[src/rtl/amm_burst_master.sv]
// -----------------------------------------------------------------------------
// amm_burst_master
// Avalon-MM burst traffic engine. Each accepted command issues either one
// write burst carrying a seed-based pattern, or one read burst whose returned
// beats are compared against the same pattern. The mismatch count and a read
// timeout flag are reported back at command completion.
//
// Pattern: beat k carries DATA_W/32 copies of (seed + k) mod 2^32.
//
// Ports
//   clk, rst_n            clock, asynchronous active-low reset
//   cmd_valid/cmd_ready   command handshake (ready only while idle)
//   cmd_op                0 = write burst, 1 = read-and-check burst
//   cmd_addr              start word address
//   cmd_burst             beat count (0 = complete without bus activity)
//   cmd_seed              pattern seed
//   amm_*                 Avalon-MM master signals
//   done                  one-cycle completion pulse
//   err_cnt               mismatching read beats of the last command
//   timeout               last read command aborted on inter-beat timeout
// -----------------------------------------------------------------------------
module amm_burst_master #(
  parameter int ADDR_W  = 31,
  parameter int DATA_W  = 128,
  parameter int BURST_W = 11,
  parameter int TIMEOUT = 1024
) (
  input  logic                clk,
  input  logic                rst_n,
  input  logic                cmd_valid,
  output logic                cmd_ready,
  input  logic                cmd_op,
  input  logic [ADDR_W-1:0]   cmd_addr,
  input  logic [BURST_W-1:0]  cmd_burst,
  input  logic [31:0]         cmd_seed,
  output logic [ADDR_W-1:0]   amm_address,
  output logic [BURST_W-1:0]  amm_burstcount,
  output logic                amm_read,
  output logic                amm_write,
  output logic [DATA_W-1:0]   amm_writedata,
  output logic [DATA_W/8-1:0] amm_byteenable,
  input  logic [DATA_W-1:0]   amm_readdata,
  input  logic                amm_readdatavalid,
  input  logic                amm_waitrequest,
  output logic                done,
  output logic [BURST_W-1:0]  err_cnt,
  output logic                timeout
);

  localparam int BE_W   = DATA_W / 8;
  localparam int IDLE_W = $clog2(TIMEOUT + 1);

  localparam logic [BURST_W-1:0] BEAT_ONE  = BURST_W'(1);
  localparam logic [IDLE_W-1:0]  IDLE_ONE  = IDLE_W'(1);
  localparam logic [IDLE_W-1:0]  IDLE_LAST = IDLE_W'(TIMEOUT - 1);

  typedef enum logic [2:0] {
    S_IDLE    = 3'd0,
    S_WR      = 3'd1,
    S_RD_REQ  = 3'd2,
    S_RD_DATA = 3'd3,
    S_FIN     = 3'd4
  } state_t;

  // Replicate one 32-bit pattern word across the data bus.
  function automatic logic [DATA_W-1:0] f_pattern(input logic [31:0] word);
    f_pattern = {(DATA_W / 32){word}};
  endfunction

  state_t               r_state,          w_state;
  logic [BURST_W-1:0]   r_burst,          w_burst;
  logic [31:0]          r_seed,           w_seed;
  logic [BURST_W-1:0]   r_beat,           w_beat;
  logic [IDLE_W-1:0]    r_idle,           w_idle;
  logic                 r_cmd_ready,      w_cmd_ready;
  logic [ADDR_W-1:0]    r_amm_address,    w_amm_address;
  logic [BURST_W-1:0]   r_amm_burstcount, w_amm_burstcount;
  logic                 r_amm_read,       w_amm_read;
  logic                 r_amm_write,      w_amm_write;
  logic [DATA_W-1:0]    r_amm_writedata,  w_amm_writedata;
  logic [BE_W-1:0]      r_amm_byteenable, w_amm_byteenable;
  logic                 r_done,           w_done;
  logic [BURST_W-1:0]   r_err_cnt,        w_err_cnt;
  logic                 r_timeout,        w_timeout;
  logic                 w_bus_clr;
  logic                 w_last_beat;

  // Last beat of the burst is the one whose 0-based index is burst-1.
  assign w_last_beat = (r_beat == (r_burst - BEAT_ONE));

  // Next-state and next-output logic.
  always_comb begin
    w_state          = r_state;
    w_burst          = r_burst;
    w_seed           = r_seed;
    w_beat           = r_beat;
    w_idle           = r_idle;
    w_cmd_ready      = r_cmd_ready;
    w_amm_address    = r_amm_address;
    w_amm_burstcount = r_amm_burstcount;
    w_amm_read       = r_amm_read;
    w_amm_write      = r_amm_write;
    w_amm_writedata  = r_amm_writedata;
    w_amm_byteenable = r_amm_byteenable;
    w_done           = 1'b0;
    w_err_cnt        = r_err_cnt;
    w_timeout        = r_timeout;
    w_bus_clr        = 1'b0;

    case (r_state)
      S_IDLE: begin
        w_cmd_ready = 1'b1;
        // r_cmd_ready gates acceptance so the first cycle after reset is not ready.
        if (r_cmd_ready && cmd_valid) begin
          w_cmd_ready = 1'b0;
          w_burst     = cmd_burst;
          w_seed      = cmd_seed;
          w_beat      = '0;
          w_idle      = '0;
          w_err_cnt   = '0;
          w_timeout   = 1'b0;
          if (cmd_burst == '0) begin
            w_state = S_FIN;
          end else begin
            w_amm_address    = cmd_addr;
            w_amm_burstcount = cmd_burst;
            w_amm_byteenable = {BE_W{1'b1}};
            if (cmd_op == 1'b0) begin
              w_state         = S_WR;
              w_amm_write     = 1'b1;
              w_amm_writedata = f_pattern(cmd_seed);
            end else begin
              w_state    = S_RD_REQ;
              w_amm_read = 1'b1;
            end
          end
        end else begin
          w_state = S_IDLE;
        end
      end

      S_WR: begin
        if (!amm_waitrequest) begin
          w_beat = r_beat + BEAT_ONE;
          if (w_last_beat) begin
            w_state   = S_FIN;
            w_done    = 1'b1;
            w_bus_clr = 1'b1;
          end else begin
            w_amm_writedata = f_pattern(r_seed + 32'(r_beat) + 32'd1);
          end
        end else begin
          w_state = S_WR;
        end
      end

      S_RD_REQ: begin
        if (!amm_waitrequest) begin
          w_state   = S_RD_DATA;
          w_idle    = '0;
          w_bus_clr = 1'b1;
        end else begin
          w_state = S_RD_REQ;
        end
      end

      S_RD_DATA: begin
        if (amm_readdatavalid) begin
          w_idle = '0;
          w_beat = r_beat + BEAT_ONE;
          if (amm_readdata != f_pattern(r_seed + 32'(r_beat))) begin
            w_err_cnt = r_err_cnt + BEAT_ONE;
          end else begin
            w_err_cnt = r_err_cnt;
          end
          if (w_last_beat) begin
            w_state = S_FIN;
            w_done  = 1'b1;
          end else begin
            w_state = S_RD_DATA;
          end
        end else if (r_idle == IDLE_LAST) begin
          // TIMEOUT consecutive cycles without a beat: abandon the read.
          w_state   = S_FIN;
          w_done    = 1'b1;
          w_timeout = 1'b1;
        end else begin
          w_idle = r_idle + IDLE_ONE;
        end
      end

      S_FIN: begin
        // Bursts enter FIN with done already raised; a zero-beat command
        // arrives with done low and spends one extra cycle raising it.
        if (r_done) begin
          w_state     = S_IDLE;
          w_cmd_ready = 1'b1;
        end else begin
          w_done = 1'b1;
        end
      end

      default: begin
        w_state     = S_IDLE;
        w_cmd_ready = 1'b0;
        w_bus_clr   = 1'b1;
      end
    endcase

    // Drop all bus outputs once a transfer phase is over.
    if (w_bus_clr) begin
      w_amm_address    = '0;
      w_amm_burstcount = '0;
      w_amm_read       = 1'b0;
      w_amm_write      = 1'b0;
      w_amm_writedata  = '0;
      w_amm_byteenable = '0;
    end else begin
      w_amm_read = w_amm_read;
    end
  end

  // State and registered-output update.
  always_ff @(posedge clk or negedge rst_n) begin
    if (!rst_n) begin
      r_state          <= S_IDLE;
      r_burst          <= '0;
      r_seed           <= 32'd0;
      r_beat           <= '0;
      r_idle           <= '0;
      r_cmd_ready      <= 1'b0;
      r_amm_address    <= '0;
      r_amm_burstcount <= '0;
      r_amm_read       <= 1'b0;
      r_amm_write      <= 1'b0;
      r_amm_writedata  <= '0;
      r_amm_byteenable <= '0;
      r_done           <= 1'b0;
      r_err_cnt        <= '0;
      r_timeout        <= 1'b0;
    end else begin
      r_state          <= w_state;
      r_burst          <= w_burst;
      r_seed           <= w_seed;
      r_beat           <= w_beat;
      r_idle           <= w_idle;
      r_cmd_ready      <= w_cmd_ready;
      r_amm_address    <= w_amm_address;
      r_amm_burstcount <= w_amm_burstcount;
      r_amm_read       <= w_amm_read;
      r_amm_write      <= w_amm_write;
      r_amm_writedata  <= w_amm_writedata;
      r_amm_byteenable <= w_amm_byteenable;
      r_done           <= w_done;
      r_err_cnt        <= w_err_cnt;
      r_timeout        <= w_timeout;
    end
  end

  assign cmd_ready      = r_cmd_ready;
  assign amm_address    = r_amm_address;
  assign amm_burstcount = r_amm_burstcount;
  assign amm_read       = r_amm_read;
  assign amm_write      = r_amm_write;
  assign amm_writedata  = r_amm_writedata;
  assign amm_byteenable = r_amm_byteenable;
  assign done           = r_done;
  assign err_cnt        = r_err_cnt;
  assign timeout        = r_timeout;

endmodule

[config.mk]
export PLATFORM = sky130hd
export DESIGN_NAME = amm_burst_master
export DESIGN_NICKNAME = d
export VERILOG_FILES = /design/src/rtl/amm_burst_master.sv
export SDC_FILE = /design/constraint.sdc
export NUM_CORES = 1
export LEC_CHECK = 0
export ABC_AREA = 1
export CAP_MARGIN = 10
export CELL_PAD_IN_SITES_DETAIL_PLACEMENT = 0
export CELL_PAD_IN_SITES_GLOBAL_PLACEMENT = 1
export CORE_MARGIN = 2
export CORE_UTILIZATION = 35
export DETAILED_ROUTE_END_ITERATION = 12
export PLACE_DENSITY = 0.92
export SLEW_MARGIN = 25
export SYNTH_ARGS = -nofsm -noshare
export SYNTH_HDL_FRONTEND = slang
export SYNTH_SLANG_ARGS = --single-unit
[constraint.sdc]
create_clock -name clk -period 5.3 [get_ports clk]
set_input_delay 1.06 -clock clk [delete_from_list [all_inputs] [get_ports clk]]
set_output_delay 1.06 -clock clk [all_outputs]
set_load 0.05 [all_outputs]
==> run_summary.xml, run 1 <==
<?xml version="1.0" encoding="UTF-8"?>
<metrics>
  <group name="status">
    <metric name="run_status" unit="">finished clean</metric>
  </group>
  <group name="critical_path">
    <metric name="cp.required" unit="ns">5.67</metric>
    <metric name="worstPathMaxFanout" unit="">12</metric>
    <metric name="critical_path.endpoint_type" unit="">flop</metric>
    <metric name="cp-start-kind" unit="">flop</metric>
    <metric name="criticalPathCategory" unit="">reg -&gt; reg</metric>
    <metric name="critical_path_arrival" unit="ns">4.82</metric>
  </group>
  <group name="clocking">
    <metric name="cts_inserted_buffers" unit="">17</metric>
    <metric name="ctsResizeCount" unit="">0</metric>
    <metric name="postCtsSetupBuffers" unit="">0</metric>
    <metric name="cts_root_buf" unit="">clkbuf_16</metric>
    <metric name="max-clock-path-buffers" unit="">2</metric>
    <metric name="cts_htree_levels" unit="">4</metric>
    <metric name="tritoncts_num_sinks" unit="">159</metric>
    <metric name="worstSkewPairLatency" unit="ns">0.44</metric>
    <metric name="tritoncts_clock_tree" unit="">built</metric>
    <metric name="path_clk_slew" unit="ns">0.07</metric>
    <metric name="cts_hold_repair.buffers" unit="">0</metric>
  </group>
  <group name="power">
    <metric name="ir_drop" unit="mV">0.543</metric>
    <metric name="static-leakage-power" unit="nW">8.17</metric>
    <metric name="power_density" unit="nW/um2">604</metric>
  </group>
  <group name="hold_path">
    <metric name="worstHoldPathType" unit="">in -&gt; async</metric>
  </group>
  <group name="final_layout">
    <metric name="layout-drive-gt1-share" unit="">0.0575</metric>
    <metric name="layout.area.seq" unit="um2">3980</metric>
    <metric name="layout.filler_cells" unit="">3699</metric>
    <metric name="synthToLayoutAreaGrowth" unit="%">33.9</metric>
    <metric name="mostFrequentLayoutCells" unit="">nand2_1 (627), clkdlybuf4s50_1 (408), inv_1 (225)</metric>
    <metric name="layout.cells.most_common" unit="">nand2_1</metric>
    <metric name="num-nets-final" unit="">2489</metric>
    <metric name="total_area_of_multi_input_combinational_cells" unit="um2">7020</metric>
  </group>
  <group name="yosys">
    <metric name="biggest_area_contributors_in_the_synthesized_netlist" unit="">dfrtp_1 (31%), nand2_1 (18%), inv_1 (6.6%), buf_4 (6.5%), nand3_1 (6.0%)</metric>
    <metric name="biggest_area_consumer_among_synthesized_cells" unit="">dfrtp_1</metric>
    <metric name="ys_seq_area_frac" unit="">0.309</metric>
    <metric name="synth_enable_flop_cells" unit="">0</metric>
    <metric name="synth_cell_type_count" unit="">52</metric>
    <metric name="combined_area_of_all_synthesized_cells" unit="um2">12900</metric>
    <metric name="postSynthCellCount" unit="">1978</metric>
    <metric name="synth-warning-count" unit="">0</metric>
    <metric name="predominant_post_synthesis_flop_cell" unit="">dfrtp_1</metric>
    <metric name="synth_top_cell_area_share" unit="">0.309</metric>
    <metric name="synth_async_sr_flop_share" unit="">1.00</metric>
    <metric name="mappedNetlistNets" unit="">2203</metric>
    <metric name="synth_seq_cells" unit="">159</metric>
    <metric name="synthesis.area_per_instance" unit="um2">6.52</metric>
  </group>
  <group name="timing">
    <metric name="setup_ws" unit="ns">0.850</metric>
    <metric name="final_max_slew_viol_count" unit="">0</metric>
    <metric name="worstMarginPinSlew" unit="ns">0.876</metric>
    <metric name="fin_crit" unit="ns">4.45</metric>
    <metric name="unrepaired_setup_endpoints_after_global_routing" unit="">false</metric>
    <metric name="worst_slew_margin_rel" unit="">0.414</metric>
    <metric name="final_clock_skew" unit="ns">0.00946</metric>
    <metric name="maxClockFrequency" unit="GHz">0.225</metric>
    <metric name="final.setup.tns" unit="ns">0</metric>
    <metric name="period_share" unit="">0.840</metric>
    <metric name="timing_hold_violations_final" unit="">0</metric>
    <metric name="final-setup-viol-count" unit="">0</metric>
  </group>
  <group name="floorplan">
    <metric name="chipHeight" unit="um">196</metric>
    <metric name="die-area" unit="um2">38400</metric>
    <metric name="core-area" unit="um2">36400</metric>
    <metric name="die_x" unit="um">196</metric>
    <metric name="floorplan.rows" unit="">70</metric>
    <metric name="starting_density_of_the_core" unit="">0.354</metric>
    <metric name="io_pins" unit="">410</metric>
  </group>
  <group name="global_route">
    <metric name="grt_start_max_net_pins" unit="">154</metric>
    <metric name="grt_overflow" unit="">0</metric>
    <metric name="antenna_found_initial" unit="">3</metric>
    <metric name="grt_util_met3" unit="">0.0474</metric>
    <metric name="grtUsageTotal" unit="">0.241</metric>
    <metric name="wire_length_of_the_first_global_routing_pass" unit="um">72700</metric>
    <metric name="grt_use_met2" unit="">0.431</metric>
    <metric name="first_global_vias" unit="">13297</metric>
    <metric name="gr-usage-met1" unit="">0.296</metric>
    <metric name="busiest_layer" unit="">met2</metric>
  </group>
  <group name="drt">
    <metric name="route.final.wire_length" unit="um">47000</metric>
    <metric name="drtIter0Drc" unit="">975</metric>
    <metric name="antenna_violating_nets_post_route" unit="">0</metric>
    <metric name="firstDrtPassIters" unit="">5</metric>
    <metric name="route.detailed.vias_per_inst" unit="">5.01</metric>
    <metric name="drc" unit="">0</metric>
    <metric name="route.vias.total" unit="">13763</metric>
    <metric name="routed_length_per_placed_instance" unit="um">17.1</metric>
  </group>
  <group name="place">
    <metric name="place.gp.congestion" unit="">0.931</metric>
    <metric name="final_hpwl_from_detailed_placement" unit="um">37300</metric>
    <metric name="placement.io_buffers" unit="">409</metric>
    <metric name="dp_slack" unit="ns">0.922</metric>
  </group>
  <group name="job">
    <metric name="maxCapViolations" unit="">0</metric>
  </group>
</metrics>
==> flip-flops by register name (all words and copies together), names as in the netlist <==
name / count
r_burst: 11
r_idle: 11
amm_burstcount: 11
err_cnt: 11
amm_byteenable: 1
amm_writedata: 32
timeout: 1
r_beat: 11
r_seed: 32
amm_write: 1
done: 1
r_state: 3
cmd_ready: 1
amm_read: 1
amm_address: 31
==> where the power goes <==
part	leakage (nW)	total, mW	switching [mW]	internal (mW)
Combinational	5.81	7.03	4.85	2.19
Sequential	2.08	2.16	0.493	1.67
Clock	0.276	1.23	0.602	0.628
==> layout make-up <==
type / count / share of cell area
clock inverter: 14 / 0.00848
sequential: 159 / 0.231
multi-input combinational: 1428 / 0.407
inverter: 239 / 0.0520
tap: 468 / 0.0339
antenna: 2 / 0.000290
timing repair buffer: 419 / 0.243
clock buffer: 18 / 0.0249
==> critical path, stage by stage, from the launching register on <==
cell and delay [ns]:
dfrtp_1 0.41, ha_1 0.20, inv_1 0.06, fa_1 0.43, inv_1 0.15, nand2_1 0.11, nand2_1 0.11, nand3_1 0.09
nand2_1 0.17, nand2_1 0.15, nand2_2 0.20, nor2_1 0.07, nor2_1 0.09, nand3_1 0.08, nor2_1 0.17, nand2_1 0.07
nor2_1 0.17, nand2_1 0.07, nor2_1 0.12, nand2_1 0.11, nor2_1 0.11, nand3_1 0.49, nand2_1 0.57, nand2_1 0.09
nand2_1 0.08
==> final timing paths <==
kind | startpoint | endpoint | slack (ns) | cells after the start
setup / recovery | r_beat[0] | err_cnt[3] | 0.85 | 24
hold / removal | rst_n | amm_address[3] | 0.40 | 1
setup reg to reg | r_beat[0] | err_cnt[3] | 0.85 | 24
hold reg to reg | amm_burstcount[3] | amm_burstcount[3] | 0.47 | 2
max in group asynchronous | rst_n | amm_writedata[116] | 3.86 | 2
min in group clk | amm_burstcount[3] | amm_burstcount[3] | 0.47 | 2
==> cells by family (layout without fill, tap and decap cells) <==
kind of cell	after synthesis	in the layout	share of synthesized area
adders and majority gates	17	17	0.0171
and+or+nand+nor	1146	1146	0.396
AOI/OAI and AO/OA	218	218	0.0980
other	0	2	0
DFF	159	159	0.309
muxes	1	1	0.000776
xor gates and xnor gates	46	46	0.0312
buffers and inverters	391	690	0.148
==> synthesized netlist by cell type (2+ instances only) <==
cell type and n:
a21oi_1 46, a21oi_2 2, a22o_1 31, a31oi_1 2
and3_1 3, buf_1 2, buf_2 11, buf_4 112
clkbuf_1 26, dfrtp_1 159, ha_1 16, inv_1 225
inv_2 14, nand2_1 627, nand2_2 33, nand2_4 4
nand3_1 154, nand3_2 6, nand3b_1 24, nand4_1 54
nor2_1 172, nor2_2 7, nor2_4 5, nor3_1 29
nor3_2 5, nor3b_1 5, nor4_1 6, o211ai_1 7
o21ai_0 107, o21ai_1 14, o22ai_1 2, or2_2 4
xnor2_1 14, xor2_1 32
==> per-stage QoR <==
step	cell area, um2	utilization	instances	hold slack [ns]	power, mW
2_1_floorplan	12900	-	1978	0.437	7.28
3_3_place_gp	16700	0.457	2712	0.454	9.13
3_5_place_dp	16700	0.457	2712	0.457	9.21
4_1_cts	17200	0.473	2744	0.383	10.5
5_1_grt	17300	0.474	2745	0.376	11.1
6_report	17300	0.474	2747	0.398	10.4
==> layer usage <==
| layer | share of wire | wire length, um |
|---|---|---|
| met3 | 0.071 | 3320 |
| met5 | 0.00034 | 16 |
| met2 | 0.50 | 23300 |
| met4 | 0.021 | 997 |
| met1 | 0.41 | 19400 |
Power figures use the tool's default switching activity.
==> run 2: changes to the inputs <==
CORE_UTILIZATION = 29   (was 35)
PLACE_DENSITY = 0.82   (was 0.92)
clock period = 3.7 ns   (was 5.3 ns; I/O delays follow)
==> run 2 against run 1 <==
Against the previous run: global-route usage decreased by 3.1 points; cell count up 6.2%; via count grew 1.4%; largest cell class unchanged; largest power group unchanged.
==> run_summary.xml, run 2 (same netlist as run 1, synthesis figures left out) <==
<?xml version="1.0" encoding="UTF-8"?>
<metrics>
  <group name="status">
    <metric name="run_status" unit="">finished clean</metric>
  </group>
  <group name="clocking">
    <metric name="cts_hold_repair.buffers" unit="">0</metric>
    <metric name="cts_root_buf" unit="">clkbuf_16</metric>
    <metric name="cts_htree_levels" unit="">4</metric>
    <metric name="tritoncts_clock_tree" unit="">built</metric>
    <metric name="max-clock-path-buffers" unit="">2</metric>
    <metric name="worstSkewPairLatency" unit="ns">0.44</metric>
    <metric name="tritoncts_num_sinks" unit="">159</metric>
    <metric name="cts_inserted_buffers" unit="">17</metric>
    <metric name="path_clk_slew" unit="ns">0.08</metric>
  </group>
  <group name="timing">
    <metric name="worst_slew_margin_rel" unit="">0.377</metric>
    <metric name="maxClockFrequency" unit="GHz">0.291</metric>
    <metric name="final_max_slew_viol_count" unit="">0</metric>
    <metric name="final_clock_skew" unit="ns">0.0128</metric>
    <metric name="period_share" unit="">0.929</metric>
    <metric name="worstMarginPinSlew" unit="ns">0.933</metric>
    <metric name="fin_crit" unit="ns">3.44</metric>
    <metric name="timing_hold_violations_final" unit="">0</metric>
    <metric name="final-setup-viol-count" unit="">0</metric>
    <metric name="timing.hold.ws" unit="ns">0.239</metric>
    <metric name="setup_ws" unit="ns">0.264</metric>
    <metric name="unrepaired_setup_endpoints_after_global_routing" unit="">true</metric>
  </group>
  <group name="final_layout">
    <metric name="layout.cells.most_common" unit="">nand2_1</metric>
    <metric name="layout-drive-gt1-share" unit="">0.0917</metric>
    <metric name="layout.area.seq" unit="um2">3980</metric>
    <metric name="synthToLayoutAreaGrowth" unit="%">39.5</metric>
    <metric name="mostFrequentLayoutCells" unit="">nand2_1 (615), clkdlybuf4s50_1 (408), inv_1 (223)</metric>
    <metric name="layout.filler_cells" unit="">4621</metric>
    <metric name="num-nets-final" unit="">2536</metric>
    <metric name="total_area_of_multi_input_combinational_cells" unit="um2">7210</metric>
    <metric name="antenna_cell_count" unit="">0</metric>
    <metric name="finalNonFillerCells" unit="">2916</metric>
    <metric name="final_area" unit="um2">18000</metric>
  </group>
  <group name="drt">
    <metric name="drc" unit="">0</metric>
    <metric name="firstDrtPassIters" unit="">5</metric>
    <metric name="drtIter0Drc" unit="">847</metric>
    <metric name="route.detailed.vias_per_inst" unit="">4.78</metric>
    <metric name="antenna_violating_nets_post_route" unit="">0</metric>
    <metric name="route.vias.total" unit="">13952</metric>
    <metric name="routed_length_per_placed_instance" unit="um">17.0</metric>
    <metric name="route.final.wire_length" unit="um">49600</metric>
  </group>
  <group name="hold_path">
    <metric name="worstHoldPathType" unit="">in -&gt; async</metric>
  </group>
  <group name="critical_path">
    <metric name="crit_slowest_cell" unit="">fa_2</metric>
    <metric name="worstPathMaxFanout" unit="">7</metric>
    <metric name="criticalPathCategory" unit="">reg -&gt; reg</metric>
    <metric name="worst_setup_path_startpoint" unit="">r_beat[0]</metric>
    <metric name="critical_path.endpoint_type" unit="">flop</metric>
    <metric name="crit_chain" unit="">ha_2, inv_1, fa_2, inv_2, nand3_1, nand2_1, nand3_1, nand3_4, nand3_1, nand2_2, buf_4, inv_1, nor2_1, nand2_1, nor2_1, nand3_1, nand2_1, nand2_1, mux2i_2, buf_4, o21ai_0</metric>
    <metric name="critical_path_arrival" unit="ns">3.75</metric>
    <metric name="slowest_stage_delay_cp" unit="ns">0.42</metric>
    <metric name="cp.required" unit="ns">4.02</metric>
    <metric name="cp-start-kind" unit="">flop</metric>
    <metric name="critical_path.reg2reg.startpoint" unit="">r_beat[0]</metric>
  </group>
  <group name="power">
    <metric name="ir_drop" unit="mV">0.606</metric>
    <metric name="power_switching_share" unit="">0.565</metric>
    <metric name="power_frac_clock" unit="">0.117</metric>
    <metric name="power_density" unit="nW/um2">857</metric>
    <metric name="static-leakage-power" unit="nW">8.43</metric>
    <metric name="power.combinational.fraction" unit="">0.681</metric>
    <metric name="power.share.sequential" unit="">0.203</metric>
    <metric name="cell_internal_pwr" unit="mW">6.70</metric>
    <metric name="power.net_switching" unit="mW">8.71</metric>
  </group>
  <group name="global_route">
    <metric name="gr-usage-met1" unit="">0.253</metric>
    <metric name="grtUsageTotal" unit="">0.210</metric>
    <metric name="grt_util_met3" unit="">0.0432</metric>
    <metric name="wire_length_of_the_first_global_routing_pass" unit="um">76400</metric>
    <metric name="first_global_vias" unit="">13618</metric>
    <metric name="grt_overflow" unit="">0</metric>
    <metric name="grt_start_max_net_pins" unit="">72</metric>
    <metric name="busiest_layer" unit="">met2</metric>
    <metric name="grt_use_met2" unit="">0.381</metric>
    <metric name="antenna_found_initial" unit="">4</metric>
  </group>
  <group name="floorplan">
    <metric name="die_x" unit="um">215</metric>
    <metric name="io_pins" unit="">410</metric>
    <metric name="chipHeight" unit="um">215</metric>
    <metric name="starting_density_of_the_core" unit="">0.293</metric>
    <metric name="core-area" unit="um2">44000</metric>
    <metric name="floorplan.rows" unit="">77</metric>
    <metric name="die-area" unit="um2">46200</metric>
  </group>
  <group name="place">
    <metric name="place.gp.congestion" unit="">0.926</metric>
    <metric name="final_hpwl_from_detailed_placement" unit="um">40200</metric>
    <metric name="dp_slack" unit="ns">-0.229</metric>
    <metric name="placement.io_buffers" unit="">409</metric>
    <metric name="placed_cells_incl_taps" unit="">2877</metric>
    <metric name="placement.cell_area" unit="um2">17100</metric>
  </group>
  <group name="job">
    <metric name="maxCapViolations" unit="">0</metric>
  </group>
</metrics>
## run 2: area by class of cell
cell class	count	area share
multi-input combinational	1428	0.401
inverter	239	0.0499
clock buffer	17	0.0237
sequential	159	0.221
timing repair buffer	466	0.254
clock inverter	15	0.00911
tap	592	0.0412
## run 2: final timing paths
path / end / slack [ns] / depth (start not counted)
min: amm_address[6] / 0.24 / 1
min in group clk: amm_burstcount[4] / 0.48 / 2
max: amm_writedata[126] / 0.26 / 21
min reg2reg: amm_burstcount[4] / 0.48 / 2
max reg2reg: amm_writedata[126] / 0.26 / 21
max in group asynchronous: r_beat[9] / 2.69 / 2
## run 2: power by group through the flow
| stage | clock (mW) | combinational [mW] | sequential, mW |
|---|---|---|---|
| 3_3_place_gp | 0 | 10.3 | 3.14 |
| 3_5_place_dp | 0 | 10.3 | 3.16 |
| 2_1_floorplan | 0 | 6.18 | 4.24 |
| 5_1_grt | 1.90 | 11.2 | 3.24 |
| 6_report | 1.80 | 10.5 | 3.13 |
| 4_1_cts | 1.83 | 10.4 | 3.15 |
## run 2: critical path: cells and delay by family, from the launching register on
kind / cells / cell delay (ns)
simple gates: 12 / 1.47
fa+ha+maj: 2 / 0.60
buf+inv: 5 / 0.54
flops: 1 / 0.37
mux: 1 / 0.26
compound gates: 1 / 0.07
## run 2: per-layer routing
metal / wire [um] / part of all wire
met5: 39 / 0.00079
met4: 1060 / 0.021
met3: 3270 / 0.066
met2: 24900 / 0.50
met1: 20300 / 0.41
## run 2: repair_timing
action                     CTS  global route
buffers inserted             1             6
pin swaps                    0            11
resized for setup            7            42
setup endpoints to repair   13            25
## run 2: metrics by stage
stage | utilization | total power [mW] | TNS (ns)
after floorplan | - | 10.4 | 0
after global placement | 0.389 | 13.4 | -0.957
after detailed placement | 0.389 | 13.5 | -2.35
after CTS | 0.404 | 15.4 | 0
after global routing | 0.408 | 16.4 | -0.137
final | 0.408 | 15.4 | 0
==> variant 1 (config.mk and constraints of run 2) <==
Change the parameter `TIMEOUT` from 1024 to 512.
--- a/src/rtl/amm_burst_master.sv
+++ b/src/rtl/amm_burst_master.sv
@@ -24,5 +24,5 @@
   parameter int DATA_W  = 128,
   parameter int BURST_W = 11,
-  parameter int TIMEOUT = 1024
+  parameter int TIMEOUT = 512
 ) (
   input  logic                clk,
Function: same outputs for any inputs over 4 cycles, from zero or initial values and one cycle with rst_n low; that may be too few to reach the edited logic, so the function may still have changed.
==> variant 1 against run 2 <==
Cell count grew 2.8%. Sequential power shrank 6.4%. Worst setup slack lost 7.7 ps. Wire length grew 4.9%. Total power shrank 6.8%. Area after synthesis grew 0.39%. Highest routed layer unchanged. Sequential cell count shrank 1. Design area grew 0.26%. Critical endpoint is now err_cnt[9].
==> variant 1: results <==
group,metric,value,unit
detailed_routing,initialDrtViolationCount,953,
placed_design,placedCellCount,2956,
power_and_ir_drop,p_leak,0.00872,uW
worst_setup_path,cp.arrival,3830,ps
detailed_routing,avgRoutedWirePerCell,17.4,um
global_route,met3_usage,0.0477,
global_route,grtUsageMet2,0.372,
logic_synthesis,ys_seq_area_frac,0.305,
worst_setup_path,critPathMaxFanout,7,
logic_synthesis,ys_warn_count,0,
global_route,grt_max_degree,65,
worst_setup_path,cpPeakStageDelay,400,ps
global_route,grt_overflow,0,
placed_design,post-place-ws,-143,ps
global_route,grt_usage,0.220,
logic_synthesis,synth.area.top_cells,"dfrtp_1 31%, nand2_1 20%, nand3_1 8.8%",
placed_design,place_congestion,0.984,
detailed_routing,drtPass1Iterations,6,
run_status,status,"finished clean",
logic_synthesis,synth_fp_nets,2285,
power_and_ir_drop,ir_drop,0.499,mV
final_layout,fillers,4708,
clocking,htree_levels,4,
worst_setup_path,reg2regPathDepth,23,
placed_design,place_area,0.0172,mm^2
worst_setup_path,r2r-end,"err_cnt[9]",
global_route,antenna_found_initial,2,
timing,slew_headroom,0.538,
final_layout,drive_gt1_frac,0.0820,
worst_setup_path,cp-startpoint,"r_seed[0]",
power_and_ir_drop,p_int,6420,uW
timing,finClkSkew,11.8,ps
placed_design,place_hpwl,42.7,mm
final_layout,finalNetCount,2615,
detailed_routing,num_vias,14213,
logic_synthesis,syn_inst,2060,
logic_synthesis,synth.top_cells.by_count,"691 x nand2_1, 250 x inv_1, 227 x nand3_1, 179 x nor2_1, 158 x dfrtp_1",
global_route,met1_usage,0.277,
final_layout,multiInputGateArea,0.00716,mm^2
detailed_routing,routed_wl,52.1,mm
global_route,grt_pass1_wl,78.9,mm
timing,whs,217,ps
## variant 1: cell count changes after synthesis, moves of 5 or more
cell and change:
nand3_1 +73, nand2_1 +64, a22o_1 -30, inv_1 +25, nand4_1 -25, nand2_2 -13, buf_1 +10, o21ai_0 -9
nor2_1 +7, buf_2 -6, a21oi_1 -5
## variant 1: timing repair
action	in CTS	in global routing
cloned	0	1
buffers inserted	0	6
resized for setup	7	50
setup endpoints to repair	14	23
pin swaps	0	7
## variant 1: worst max path at each step
stage,to,slack (ps),cells past startpoint
floorplan,amm_writedata[117],750,18
global placement,err_cnt[1],-120,24
detailed placement,err_cnt[8],-140,24
CTS,amm_writedata[117],60,21
global route,amm_writedata[117],-9,21
finish,err_cnt[9],260,23
## variant 1: final cells by class
class | instances | share of cell area
clock inverter | 13 | 0.00854
tap | 592 | 0.0411
sequential | 158 | 0.219
multi-input combinational | 1479 | 0.397
clock buffer | 19 | 0.0246
timing repair buffer | 467 | 0.253
antenna | 2 | 0.000278
inverter | 267 | 0.0556
## variant 1: kinds of logic (layout without fill, tap and decap cells)
group,after synthesis,after routing,synth area share
AOI/OAI and AO/OA,179,179,0.0752
xor gates and xnor gates,49,49,0.0369
adders and majority gates,17,17,0.0170
buffers and inverters,423,766,0.156
DFF,158,158,0.305
other,0,2,0
and+or+nand+nor,1234,1234,0.409
## variant 1: power groups by stage
stage	clock network, uW	logic, uW	registers (uW)
5_1_grt	1970	10300	3030
3_5_place_dp	0	9400	2970
2_1_floorplan	0	5690	3810
6_report	1840	9590	2930
3_3_place_gp	0	9370	2950
4_1_cts	1910	9460	2950
## variant 1: metal layers
metal  up-vias  share of wire
met2       416           0.48
li1       7086              -
met3        81          0.058
met5         -        0.00023
met4         2          0.030
met1      6628           0.43
==> variant 2 (config.mk and constraints of run 2) <==
Made on the original files. Encoding of `state_t`: now one-hot (5 bits for 5 states).
--- a/src/rtl/amm_burst_master.sv
+++ b/src/rtl/amm_burst_master.sv
@@ -55,10 +55,10 @@
   localparam logic [IDLE_W-1:0]  IDLE_LAST = IDLE_W'(TIMEOUT - 1);
 
-  typedef enum logic [2:0] {
-    S_IDLE    = 3'd0,
-    S_WR      = 3'd1,
-    S_RD_REQ  = 3'd2,
-    S_RD_DATA = 3'd3,
-    S_FIN     = 3'd4
+  typedef enum logic [4:0] {
+    S_IDLE    = 5'b00001,
+    S_WR      = 5'b00010,
+    S_RD_REQ  = 5'b00100,
+    S_RD_DATA = 5'b01000,
+    S_FIN     = 5'b10000
   } state_t;
 
Check against the original RTL: same outputs for any inputs over 4 cycles, from zero or initial values and one cycle with rst_n low; so few cycles prove little.
==> variant 2 against run 2 <==
Wire length rose by 3.7%. Sequential cell count rose by 2. Design area fell by 2.4%. Largest cell class unchanged. Worst setup slack improved by 6.7 ps. Total power fell by 9.1%. Die area fell by 0.85%. Highest routed layer is now met4. Area after synthesis fell by 0.87%. Clock skew fell by 1.4 ps.
==> variant 2: results <==
group,metric,value,unit
final_layout,finalNetCount,2549,
clocking,cts_root_buf,"clkbuf_16",
clocking,htree_levels,4,
global_route,grt_max_degree,81,
detailed_routing,drtPass1Iterations,6,
worst_setup_path,cp.arrival,3780,ps
detailed_routing,avgRoutedWirePerCell,17.6,um
logic_synthesis,synth_xor_area_frac,0.0338,
logic_synthesis,synth.top_cells.by_count,"704 x nand2_1, 255 x inv_1, 182 x nor2_1, 160 x dfrtp_1, 153 x nand3_1",
logic_synthesis,ys_async_sr_fraction,1.00,
placed_design,place_congestion,0.913,
final_layout,syn2layout_area_growth,37.3,%
clocking,clock_latency,460,ps
final_layout,fillers,4599,
timing,slew_headroom,0.385,
detailed_routing,viasPerCell,4.70,
global_route,grt_pass1_wl,78.9,mm
clocking,cts.clk_slew.worst_paths,70,ps
power_and_ir_drop,ir_drop,0.675,mV
worst_hold_path,min_path_type,"in2async",
logic_synthesis,synthAdderAreaFrac,0.0172,
global_route,grt_pass1_vias,13741,
detailed_routing,initialDrtViolationCount,785,
logic_synthesis,synth_fp_nets,2239,
timing,finClkSkew,11.4,ps
logic_synthesis,synth_mux_area_frac,0,
worst_setup_path,critPathMaxFanout,4,
run_status,status,"finished clean",
logic_synthesis,synth.area.top_cells,"dfrtp_1 31%, nand2_1 21%, inv_1 7.5%",
logic_synthesis,ys_seq_area_frac,0.315,
final_layout,drive_gt1_frac,0.0650,
placed_design,port-buffer-count,409,
power_and_ir_drop,p_leak,0.00821,uW
clocking,cts_buffers,17,
logic_synthesis,ys_warn_count,0,
global_route,grt_usage,0.223,
placed_design,place_hpwl,41.5,mm
logic_synthesis,synth_cell_type_count,56,
clocking,cts_buffer_depth,2,
logic_synthesis,synth_compound_area_frac,0.0784,
global_route,antenna_found_initial,1,
==> variant 2: changes by cell type after synthesis, sizes merged, moves of 18 or more <==
cell / change
a22o: -31
o21ai: +18
a21oi: -18
inv: +26
nand4: -31
nand2: +71
==> variant 2: worst paths after layout <==
check / slack [ps] / end / depth (start not counted) / from
setup / recovery: 270 / amm_writedata[126] / 18 / r_seed[0]
hold / removal: 330 / amm_address[29] / 1 / rst_n
setup reg to reg: 270 / amm_writedata[126] / 18 / r_seed[0]
min in group clk: 490 / r_seed[9] / 2 / r_seed[9]
hold reg to reg: 490 / r_seed[9] / 2 / r_seed[9]
max in group asynchronous: 2500 / amm_writedata[114] / 2 / rst_n
==> variant 2: area by class of cell <==
class,instances,area share
Inverter,267,0.0571
Antenna cell,1,0.000143
Sequential cell,161,0.230
Clock buffer,20,0.0255
Clock inverter,12,0.00977
Tap cell,585,0.0417
Timing Repair Buffer,435,0.247
Multi-Input combinational cell,1442,0.389
==> variant 2: worst max-delay path: stages (launching register included) <==
cell and delay (ps):
dfrtp_1 380, ha_1 210, inv_1 70, fa_2 450
inv_1 130, ha_1 210, inv_1 50, nor2_1 140
nand2_1 120, nor2_1 250, nand2_1 140, nor3_2 210
nand3_1 130, nor3_2 340, nand3_1 130, nand2_1 70
nand3_1 120, nand2_1 110, nand2_1 50
==> variant 2: kinds of logic (layout without fill, tap and decap cells) <==
kind of cell	after synthesis	after routing
AO/OA/AOI/OAI	189	189
XOR/XNOR	46	46
adder cells (fa/ha/maj)	17	17
buffers and inverters	411	734
flip-flops	161	161
other	0	1
AND/OR/NAND/NOR	1190	1190
==> variant 2: stage by stage <==
step	TNS [ps]	setup slack, ps	cell area (um^2)	std cells
after floorplan	0	860	12800	2014
after global placement	0	51.6	16800	2887
after detailed placement	-11.3	-6.42	16800	2887
after CTS	0	35.3	17500	2919
after global routing	0	18.2	17500	2923
final	0	271	17500	2923
==> variant 2: repair_timing <==
action	4_1_cts	5_1_grt
resized for setup	1	17
setup endpoints to repair	11	19
setup buffers	0	3
cloned	0	0
pin swaps	0	6
==> variant 2: power breakdown <==
group / leakage [uW] / switching (uW) / internal, uW
combinational: 0.00577 / 6300 / 2740
clock: 0.000295 / 874 / 1100
sequential: 0.00215 / 631 / 2370
==> variant 2: layer usage <==
metal	vias up	GRT usage	share of wire
li1	6820	-	-
met1	6311	0.273	0.43
met2	534	0.382	0.47
met3	64	0.0548	0.066
met4	0	0.0786	0.029
met5	-	0	0
